**config.mk**
```make
export PLATFORM = sky130hd
export DESIGN_NAME = if_fetch_queue
export DESIGN_NICKNAME = d
export VERILOG_FILES = /design/src/rtl/if_fetch_queue.sv
export SDC_FILE = /design/constraint.sdc
export NUM_CORES = 1
export LEC_CHECK = 0
export ABC_AREA = 1
export CAP_MARGIN = 20
export CORE_MARGIN = 5
export CORE_UTILIZATION = 30
export CTS_CLUSTER_SIZE = 28
export DETAILED_ROUTE_END_ITERATION = 12
export GPL_TIMING_DRIVEN = 1
export HOLD_SLACK_MARGIN = 0.03
export PLACE_DENSITY_LB_ADDON = 0.15
export SLEW_MARGIN = 20
export SYNTH_ARGS = -nofsm -noshare
export SYNTH_HDL_FRONTEND = slang
export SYNTH_SLANG_ARGS = --single-unit
```
**constraint.sdc**
```tcl
create_clock -name CLK -period 15.05 [get_ports CLK]
set_clock_uncertainty 0.1 [all_clocks]
set_input_delay 2.2575 -clock CLK [delete_from_list [all_inputs] [get_ports CLK]]
set_output_delay 2.2575 -clock CLK [all_outputs]
set_load 0.05 [all_outputs]
```
**src/rtl/if_fetch_queue.sv**
```systemverilog
// if_fetch_queue: instruction fetch stage. Owns the fetch PC, issues one word
// read per cycle to instruction memory, and buffers returned {pc, instr}
// pairs in a small FIFO that feeds the IF/ID register. Decode stalls
// back-pressure the fetch; branch redirects and reset flush everything in flight.
module if_fetch_queue #(
  parameter int DEPTH = 4
) (
  input  logic                         CLK,
  input  logic                         reset,
  input  logic [63:0]                  startpc,
  output logic                         imem_req,
  output logic [63:0]                  imem_addr,
  input  logic [31:0]                  imem_rdata,
  input  logic                         redirect,
  input  logic [63:0]                  redirect_pc,
  input  logic                         id_stall,
  output logic                         if_valid,
  output logic [31:0]                  if_instr,
  output logic [63:0]                  if_pc,
  output logic [63:0]                  currentpc,
  output logic [$clog2(DEPTH+1)-1:0]   queue_count
);

  localparam int CW = $clog2(DEPTH + 1);
  localparam int PW = $clog2(DEPTH);
  localparam logic [CW-1:0] DEPTH_C = CW'(DEPTH);

  typedef struct packed {
    logic [63:0] pc;
    logic [31:0] instr;
  } entry_t;

  logic [63:0]   fetch_pc_q, fetch_pc_d;
  logic [63:0]   issued_pc_q, issued_pc_d;
  logic          inflight_q, inflight_d;
  logic [PW-1:0] rd_ptr_q, rd_ptr_d;
  logic [PW-1:0] wr_ptr_q, wr_ptr_d;
  logic [CW-1:0] count_q, count_d;
  entry_t        fifo_mem [DEPTH];

  logic          flush;
  logic          issue;
  logic          push;
  logic          pop;
  logic [CW-1:0] occupancy;
  entry_t        head;

  // Entries already queued plus the one word still on its way back; a new
  // request is only allowed when that word is guaranteed a free slot.
  assign flush     = reset || redirect;
  assign occupancy = count_q + CW'(inflight_q);
  assign issue     = !flush && (occupancy < DEPTH_C);
  assign push      = inflight_q && !flush;
  assign pop       = if_valid && !id_stall;

  // Next-state for fetch PC, in-flight tracking and FIFO pointers/count.
  always_comb begin
    // NOTE: every signal gets a default first so no path leaves it unassigned,
    // which would otherwise infer a latch.
    fetch_pc_d  = fetch_pc_q;
    issued_pc_d = issued_pc_q;
    inflight_d  = 1'b0;
    rd_ptr_d    = rd_ptr_q;
    wr_ptr_d    = wr_ptr_q;
    count_d     = count_q;

    if (redirect) begin
      fetch_pc_d = redirect_pc;
      rd_ptr_d   = '0;
      wr_ptr_d   = '0;
      count_d    = '0;
    end else begin
      if (issue) begin
        issued_pc_d = fetch_pc_q;
        fetch_pc_d  = fetch_pc_q + 64'd4;
        inflight_d  = 1'b1;
      end
      if (push) wr_ptr_d = wr_ptr_q + PW'(1);
      if (pop)  rd_ptr_d = rd_ptr_q + PW'(1);
      unique case ({push, pop})
        2'b10:   count_d = count_q + CW'(1);
        2'b01:   count_d = count_q - CW'(1);
        default: count_d = count_q;
      endcase
    end
  end

  // Control state with synchronous reset that reloads the fetch PC.
  always_ff @(posedge CLK) begin
    // NOTE: sequential state uses non-blocking assignments so every flop
    // samples pre-edge values regardless of statement order.
    if (reset) begin
      fetch_pc_q <= startpc;
      inflight_q <= 1'b0;
      rd_ptr_q   <= '0;
      wr_ptr_q   <= '0;
      count_q    <= '0;
    end else begin
      fetch_pc_q <= fetch_pc_d;
      inflight_q <= inflight_d;
      rd_ptr_q   <= rd_ptr_d;
      wr_ptr_q   <= wr_ptr_d;
      count_q    <= count_d;
    end
  end

  // Datapath: issued PC capture and FIFO storage writes.
  always_ff @(posedge CLK) begin
    // NOTE: the payload registers are deliberately not reset; validity is
    // carried entirely by inflight_q and count_q, so stale contents are never
    // observed.
    issued_pc_q <= issued_pc_d;
    if (push) fifo_mem[wr_ptr_q] <= '{pc: issued_pc_q, instr: imem_rdata};
  end

  assign head        = fifo_mem[rd_ptr_q];
  assign if_valid    = (count_q != '0);
  assign if_instr    = if_valid ? head.instr : 32'd0;
  assign if_pc       = if_valid ? head.pc : 64'd0;
  assign imem_req    = issue;
  assign imem_addr   = fetch_pc_q;
  assign currentpc   = fetch_pc_q;
  assign queue_count = count_q;

endmodule

```
==> metrics.md, run 1 <==
| Metric | Value |
|---|---|
| Power Density | `117.0 nW/um^2` |
| Number of buffers created by CTS | `55` |
| Post-CTS sizing | `0` |
| CTS Root Cell | `clkbuf_16` |
| CP Capture Type | `primary output` |
| Detailed Route Iter0 Violations | `918` |
| CTS tree | `done` |
| Max VDD drop | `0.08542 mV` |
| Startpoint Class | `input port` |
| First-pass GRT wire length | `108.8 mm` |
| DR WL/cell | `20.93 um` |
| Skew-Pair Late Insertion Delay | `610 ps` |
| Final Hold Fails | `0` |
| Total Die Area | `82270 um^2` |
| WS Path Type | `in -> out` |
| Avg Synthesized Cell Area | `10.67 um^2` |
| Layout cells sized above 1 | `0.05624` |
| Final design utilization | `0.3868` |
| Grt peak-use layer | `met2` |
| Final setup viols | `0` |
| Synth warn | `0` |
| CP max FO | `65` |
| CP Data Required Time | `12690 ps` |
| Die height | `286.8 um` |
| Total grt overflow | `0` |
| Starting density of the core | `0.3027` |
| Post-CTS setup buffer count | `0` |
| Dpl hpwl | `48.15 mm` |
| Footprint of the multi-input gates | `6206 um^2` |
| Post-synthesis cell count | `2154` |
| Tot GR Track Use | `0.1750` |
| DRC Markers | `0` |
| Antenna-violating nets left | `0` |
| Via count | `16460` |
| Placer congestion estimate | `0.8895` |
| #FFs+latches synth | `522` |
| Buffers on Ports | `392` |
| Maximum Capacitance Violations | `0` |
| Final Hold Slack | `374.4 ps` |
| Storage cell area | `15580 um^2` |
| Status | `complete, no violations` |
| Post-CTS Hold Buffers | `0` |
| Die Wd | `286.8 um` |
| Seq/Total Area, Yosys | `0.6774` |
| Met3 usage | `0.03450` |
| RSZ-0062 raised after global routing | `false` |
| Io pins | `393` |
| Yosys cell types | `28` |
| Slew Viols, Final | `0` |
| Clock Pin Slew Worst Setup and Hold Paths | `60 ps` |
| LEAKAGE | `0.01010 uW` |
| CTS Sinks | `522` |
| Cell taking the most area after synthesis | `edfxtp_1` |
| Via density per instance | `4.650` |
| Max_slew headroom | `0.3583` |
| Worst Tran Pin Value | `962.5 ps` |
| Post-Route WL | `74.08 mm` |
| Initial antenna violation count | `4` |
| Setup TNS | `0 ps` |
| Period utilization | `0.4688` |
| Core Footprint | `75950 um^2` |
| Synthesis-to-finish area growth | `27.78%` |
| Filler cells | `7311` |
| Met2 Use GR | `0.2945` |
| F_max | `141.7 MHz` |
| Net Count, Synth | `2325` |
| Area contributors post-synth | `edfxtp_1 (67%), nor2_1 (8.5%), nand2_1 (5.2%)` |
| Rows | `101` |
| Critical path arrival | `4700 ps` |
| Top cell type's share of synthesized area | `0.6687` |
| Final min period | `7056 ps` |
| TritonRoute pass-1 iters | `5` |
| Worst hold-check path type | `reg -> reg` |
| Vias in the first global route | `16800` |
| Largest net degree at the start of global routing | `119` |
| Nets | `2636` |
| H-tree levels | `2` |
| Cell Area, Synth | `22990 um^2` |
| CTS Buffer Depth | `3` |
| M1 GR Usage | `0.2267` |
[cell usage in the layout, fill, tap and decap left out, types with 8 or more instances in the layout]
cell type	Yosys	final
nor2_4	5	11
nor2_1	518	512
nand2_1	317	316
clkbuf_16	0	55
a21oi_1	102	102
buf_4	64	25
dfxtp_1	10	8
nand3_1	120	120
o21bai_1	32	32
o211ai_1	13	13
edfxtp_1	512	512
o21ai_0	199	199
clkinv_1	1	14
bufinv_16	0	8
clkbuf_1	48	11
xor2_1	16	16
clkdlybuf4s50_1	0	390
nand2_2	12	13
inv_1	91	91
[worst max-delay path, stage by stage]
cell and delay (ps):
buf_2 100, buf_4 330, nor2_4 150, buf_4 460
inv_1 80, buf_4 280, nor2_1 170, clkdlybuf4s50_1 830
[where the power goes]
group | internal (uW) | switching, uW
Combinational | 127 | 231
Clock | 808 | 563
Sequential | 1640 | 70.1
[cell families after synthesis]
family | Yosys count | share of synthesized area
xor gates and xnor gates | 23 | 0.008762
AOI/OAI and AO/OA | 353 | 0.08174
and+or+nand+nor | 989 | 0.1730
buffers and inverters | 260 | 0.05497
adders and majority gates | 7 | 0.004136
DFF | 522 | 0.6774
[registers in the layout, summed over array words and instances (netlist names), named ones only]
signal / cells
currentpc: 64
rd_ptr_q: 2
inflight_q: 1
fifo_mem: 384
queue_count: 3
wr_ptr_q: 2
issued_pc_q: 64
[layer usage]
| layer | wire length, um | part of all wire |
|---|---|---|
| met1 | 31950 | 0.43 |
| met2 | 35920 | 0.48 |
| met3 | 3844 | 0.052 |
| met4 | 2364 | 0.032 |
| met5 | 0 | 0 |
[synthesized netlist by cell type]
library cell	n
nor2_1	518
edfxtp_1	512
nand2_1	317
o21ai_0	199
nand3_1	120
a21oi_1	102
inv_1	91
buf_4	64
clkbuf_1	48
buf_2	38
o21bai_1	32
xor2_1	16
buf_1	14
o211ai_1	13
nand2_2	12
dfxtp_1	10
nand4_1	7
nor2_2	7
o21ai_1	7
xnor2_1	7
ha_1	6
nor2_4	5
inv_2	4
clkinv_1	1
fa_1	1
nand3b_1	1
nor3_1	1
nor3_2	1
[final cells by class]
type                       count  area share
multi-input combinational   1372      0.2113
antenna                        2   0.0001704
clock buffer                  66     0.04826
sequential                   522      0.5304
clock inverter                33     0.01350
inverter                      96     0.01252
timing repair buffer         418      0.1400
tap                         1030     0.04387
[through the flow]
stage               setup WS (ps)  total power [uW]  cells  instance area [um^2]
floorplan                    7632              1930   2154                 22990
CTS                          7930              3481   3537                 29370
detailed placement           7938              2102   3438                 27550
global route                 7819              3565   3538                 29370
finish                       7994              3438   3539                 29380
global placement             7929              2099   3438                 27550
[path summary, 6_finish.rpt]
check                                  from              end  slack [ps]  cells past startpoint
worst max-delay path               redirect         imem_req        7990                      8
worst min-delay path            rd_ptr_q[1]        flip-flop         370                      2
worst max register to register   inflight_q  fifo_mem[3][45]       12210                      4
worst min register to register  rd_ptr_q[1]        flip-flop         370                      2
Power figures use the tool's default switching activity.
==> inputs of run 2 (changes only) <==
- clock period: 15.05 -> 6.5 ns (I/O delays scaled with it)
==> run 2 against run 1 <==
Net effect: sequential share of layout area about the same; sequential cell count did not move; die area unchanged; critical path depth decreased by 2; register-to-register slack lost 8200 ps; count of clock-buffer cells in the layout unchanged.
==> metrics.md, run 2 (synthesized netlist as in run 1, its figures left out) <==
| Metric | Value |
|---|---|
| Tot GR Track Use | `0.1749 (about the same)` |
| Worst Hold Depth | `2 (unchanged)` |
| Core Footprint | `75950 um^2 (unchanged)` |
| WP buf/inv | `3 (-3)` |
| R2R cell count | `9 (+5)` |
| Number of buffers created by CTS | `57 (+3.6%)` |
| Die Wd | `286.8 um (unchanged)` |
| CTS Sinks | `522 (unchanged)` |
| Total Die Area | `82270 um^2 (unchanged)` |
| Worst hold-check path type | `reg -> reg` |
| Clock Pin Slew Worst Setup and Hold Paths | `60 ps (about the same)` |
| CP max FO | `62 (-4.6%)` |
| Via count | `16540 (+0.50%)` |
| Slew Viols, Final | `0 (unchanged)` |
| CP cell instances | `inv_4 > buf_4 > nor2_1 > o21ai_1 > a21oi_1 > clkdlybuf4s50_1` |
| Skew-Pair Late Insertion Delay | `620 ps (about the same)` |
| Startpoint Class | `flip-flop` |
| Max_slew headroom | `0.1801 (-0.1782)` |
| Period utilization | `0.7388` |
| Hold Startpoint | `rd_ptr_q[1]` |
| WP depth | `6 (-2)` |
| CP Capture Type | `primary output` |
| WS Path Type | `reg -> out` |
| Post-CTS sizing | `0 (unchanged)` |
| Rows | `101 (unchanged)` |
| Buffers on Ports | `392 (unchanged)` |
| Post-CTS setup buffer count | `0 (unchanged)` |
| Largest net degree at the start of global routing | `193 (+62%)` |
| CP Data Required Time | `5420 ps (-7270 ps)` |
| F_max | `208.2 MHz` |
| Status | `complete, no violations` |
| LEAKAGE | `0.01011 uW (about the same)` |
| Kind of cell adding the most delay to the critical path | `buffers and inverters` |
| H-tree levels | `2 (unchanged)` |
| Nets | `2634 (-0.076%)` |
| RSZ-0062 raised after global routing | `false` |
| DRC Markers | `0 (unchanged)` |
| CTS tree | `done` |
| Dpl hpwl | `48.41 mm (+0.55%)` |
| Final setup viols | `0 (unchanged)` |
| Post-CTS Hold Buffers | `0 (unchanged)` |
| Final min period | `4802 ps` |
| Cell at the slowest stage of the critical path | `clkdlybuf4s50_1` |
| Antenna-violating nets left | `0 (unchanged)` |
| FF-to-FF Start | `currentpc[27]` |
| Critical path arrival | `3730 ps (-970 ps)` |
| Worst r2r dst | `currentpc[31]` |
| Largest register FFs | `384 (unchanged)` |
| Biggest register | `fifo_mem` |
| Io pins | `393 (unchanged)` |
| Maximum Capacitance Violations | `0 (unchanged)` |
| Total grt overflow | `0 (unchanged)` |
| Post-Route WL | `74.79 mm (+0.96%)` |
| Via density per instance | `4.671 (+0.45%)` |
| Final Hold Slack | `367.7 ps (-6.773 ps)` |
| Setup TNS | `0 ps (unchanged)` |
| Commonest non-fill, non-tap cells in the layout | `nor2_1 (512), edfxtp_1 (512), clkdlybuf4s50_1 (390), nand2_1 (316), o21ai_0 (199)` |
| Die height | `286.8 um (unchanged)` |
| Initial antenna violation count | `2 (-2)` |
| Filler cells | `7351 (+0.55%)` |
| R2r setup slk | `3970 ps (-8240 ps)` |
| Layout cells sized above 1 | `0.05941 (+0.003167)` |
| Place WS | `2243 ps (-5695 ps)` |
| TritonRoute pass-1 iters | `5 (unchanged)` |
| CTS Root Cell | `clkbuf_16` |
| Final Hold Fails | `0 (unchanged)` |
| Worst Setup Slack, final | `1698 ps (-6296 ps)` |
| Placer congestion estimate | `0.8840 (-0.62%)` |
| Starting density of the core | `0.3027 (unchanged)` |
| Power Density | `268.5 nW/um^2 (+130%)` |
| First-pass GRT wire length | `108.7 mm (-0.16%)` |
| Crit path largest cell delay | `880 ps (+50 ps)` |
| Max VDD drop | `0.1714 mV (+100%)` |
| Vias in the first global route | `16610 (-1.1%)` |
| CTS Buffer Depth | `3 (unchanged)` |
| DR WL/cell | `21.12 um (+0.90%)` |
| Detailed Route Iter0 Violations | `1107 (+21%)` |
| Worst Tran Pin Value | `1230 ps (+267.3 ps)` |
| Synthesis-to-finish area growth | `27.84% (about the same)` |
-- run 2: changes by cell type in the layout (fill, tap and decap cells not counted) --
cell	change
buf_6	-1
clkinv_8	-2
clkinv_2	+11
inv_16	+2
clkinv_4	+1
clkinv_1	-5
clkbuf_1	-2
inv_6	+2
clkbuf_16	+2
buf_12	+6
clkinvlp_4	+1
buf_4	-9
diode_2	+1
bufinv_16	-5
-- run 2: report_power, final --
| part | total [uW] | internal, uW | switching, uW | leakage (uW) |
|---|---|---|---|---|
| clock network | 3110 | 1740 | 1370 | 0.000874 |
| registers | 3960 | 3790 | 168 | 0.00485 |
| logic | 821 | 293 | 528 | 0.00439 |
| total | 7890 | 5830 | 2060 | 0.0101 |
-- run 2: area by class of cell --
cell class / count / area [um^2] / area share
Multi-Input combinational cell: 1372 / 6206 / 0.2112
Timing Repair Buffer: 414 / 4154 / 0.1413
Sequential cell: 522 / 15580 / 0.5302
Clock buffer: 66 / 1460 / 0.04968
Clock inverter: 38 / 324.1 / 0.01103
Inverter: 96 / 367.9 / 0.01252
Tap cell: 1030 / 1289 / 0.04385
Antenna cell: 3 / 7.507 / 0.0002554
-- run 2: per-layer routing --
metal  GRT usage  vias up  routed length, um
met1      0.2261     8004              32270
met2      0.2985      478              36230
li1            -     7936                  -
met3     0.03220      121               3884
met5           0        -                  0
met4     0.05681        0               2400
-- run 2: per-stage QoR --
step	total power, uW	cells	instance area [um^2]	util
finish	7891	3541	29390	0.3870
global route	8184	3539	29390	0.3869
CTS	8000	3538	29380	0.3869
detailed placement	4863	3434	27600	0.3634
global placement	4857	3434	27600	0.3634
floorplan	4469	2154	22990	-
-- run 2: worst max-delay path by stage --
stage                          end  slack [ps]
finish                   if_pc[28]        1700
global route             if_pc[28]        1440
CTS                      if_pc[28]        1550
detailed placement       if_pc[28]        2240
global placement         if_pc[22]        2270
floorplan           fifo_mem[0][0]         360
-- run 2: worst reg2reg max path: cells and delay by family, from the launching register on --
kind / cells / cell delay (ps)
AND/OR/NAND/NOR: 8 / 1330
flip-flops: 1 / 750
buffers and inverters: 1 / 90
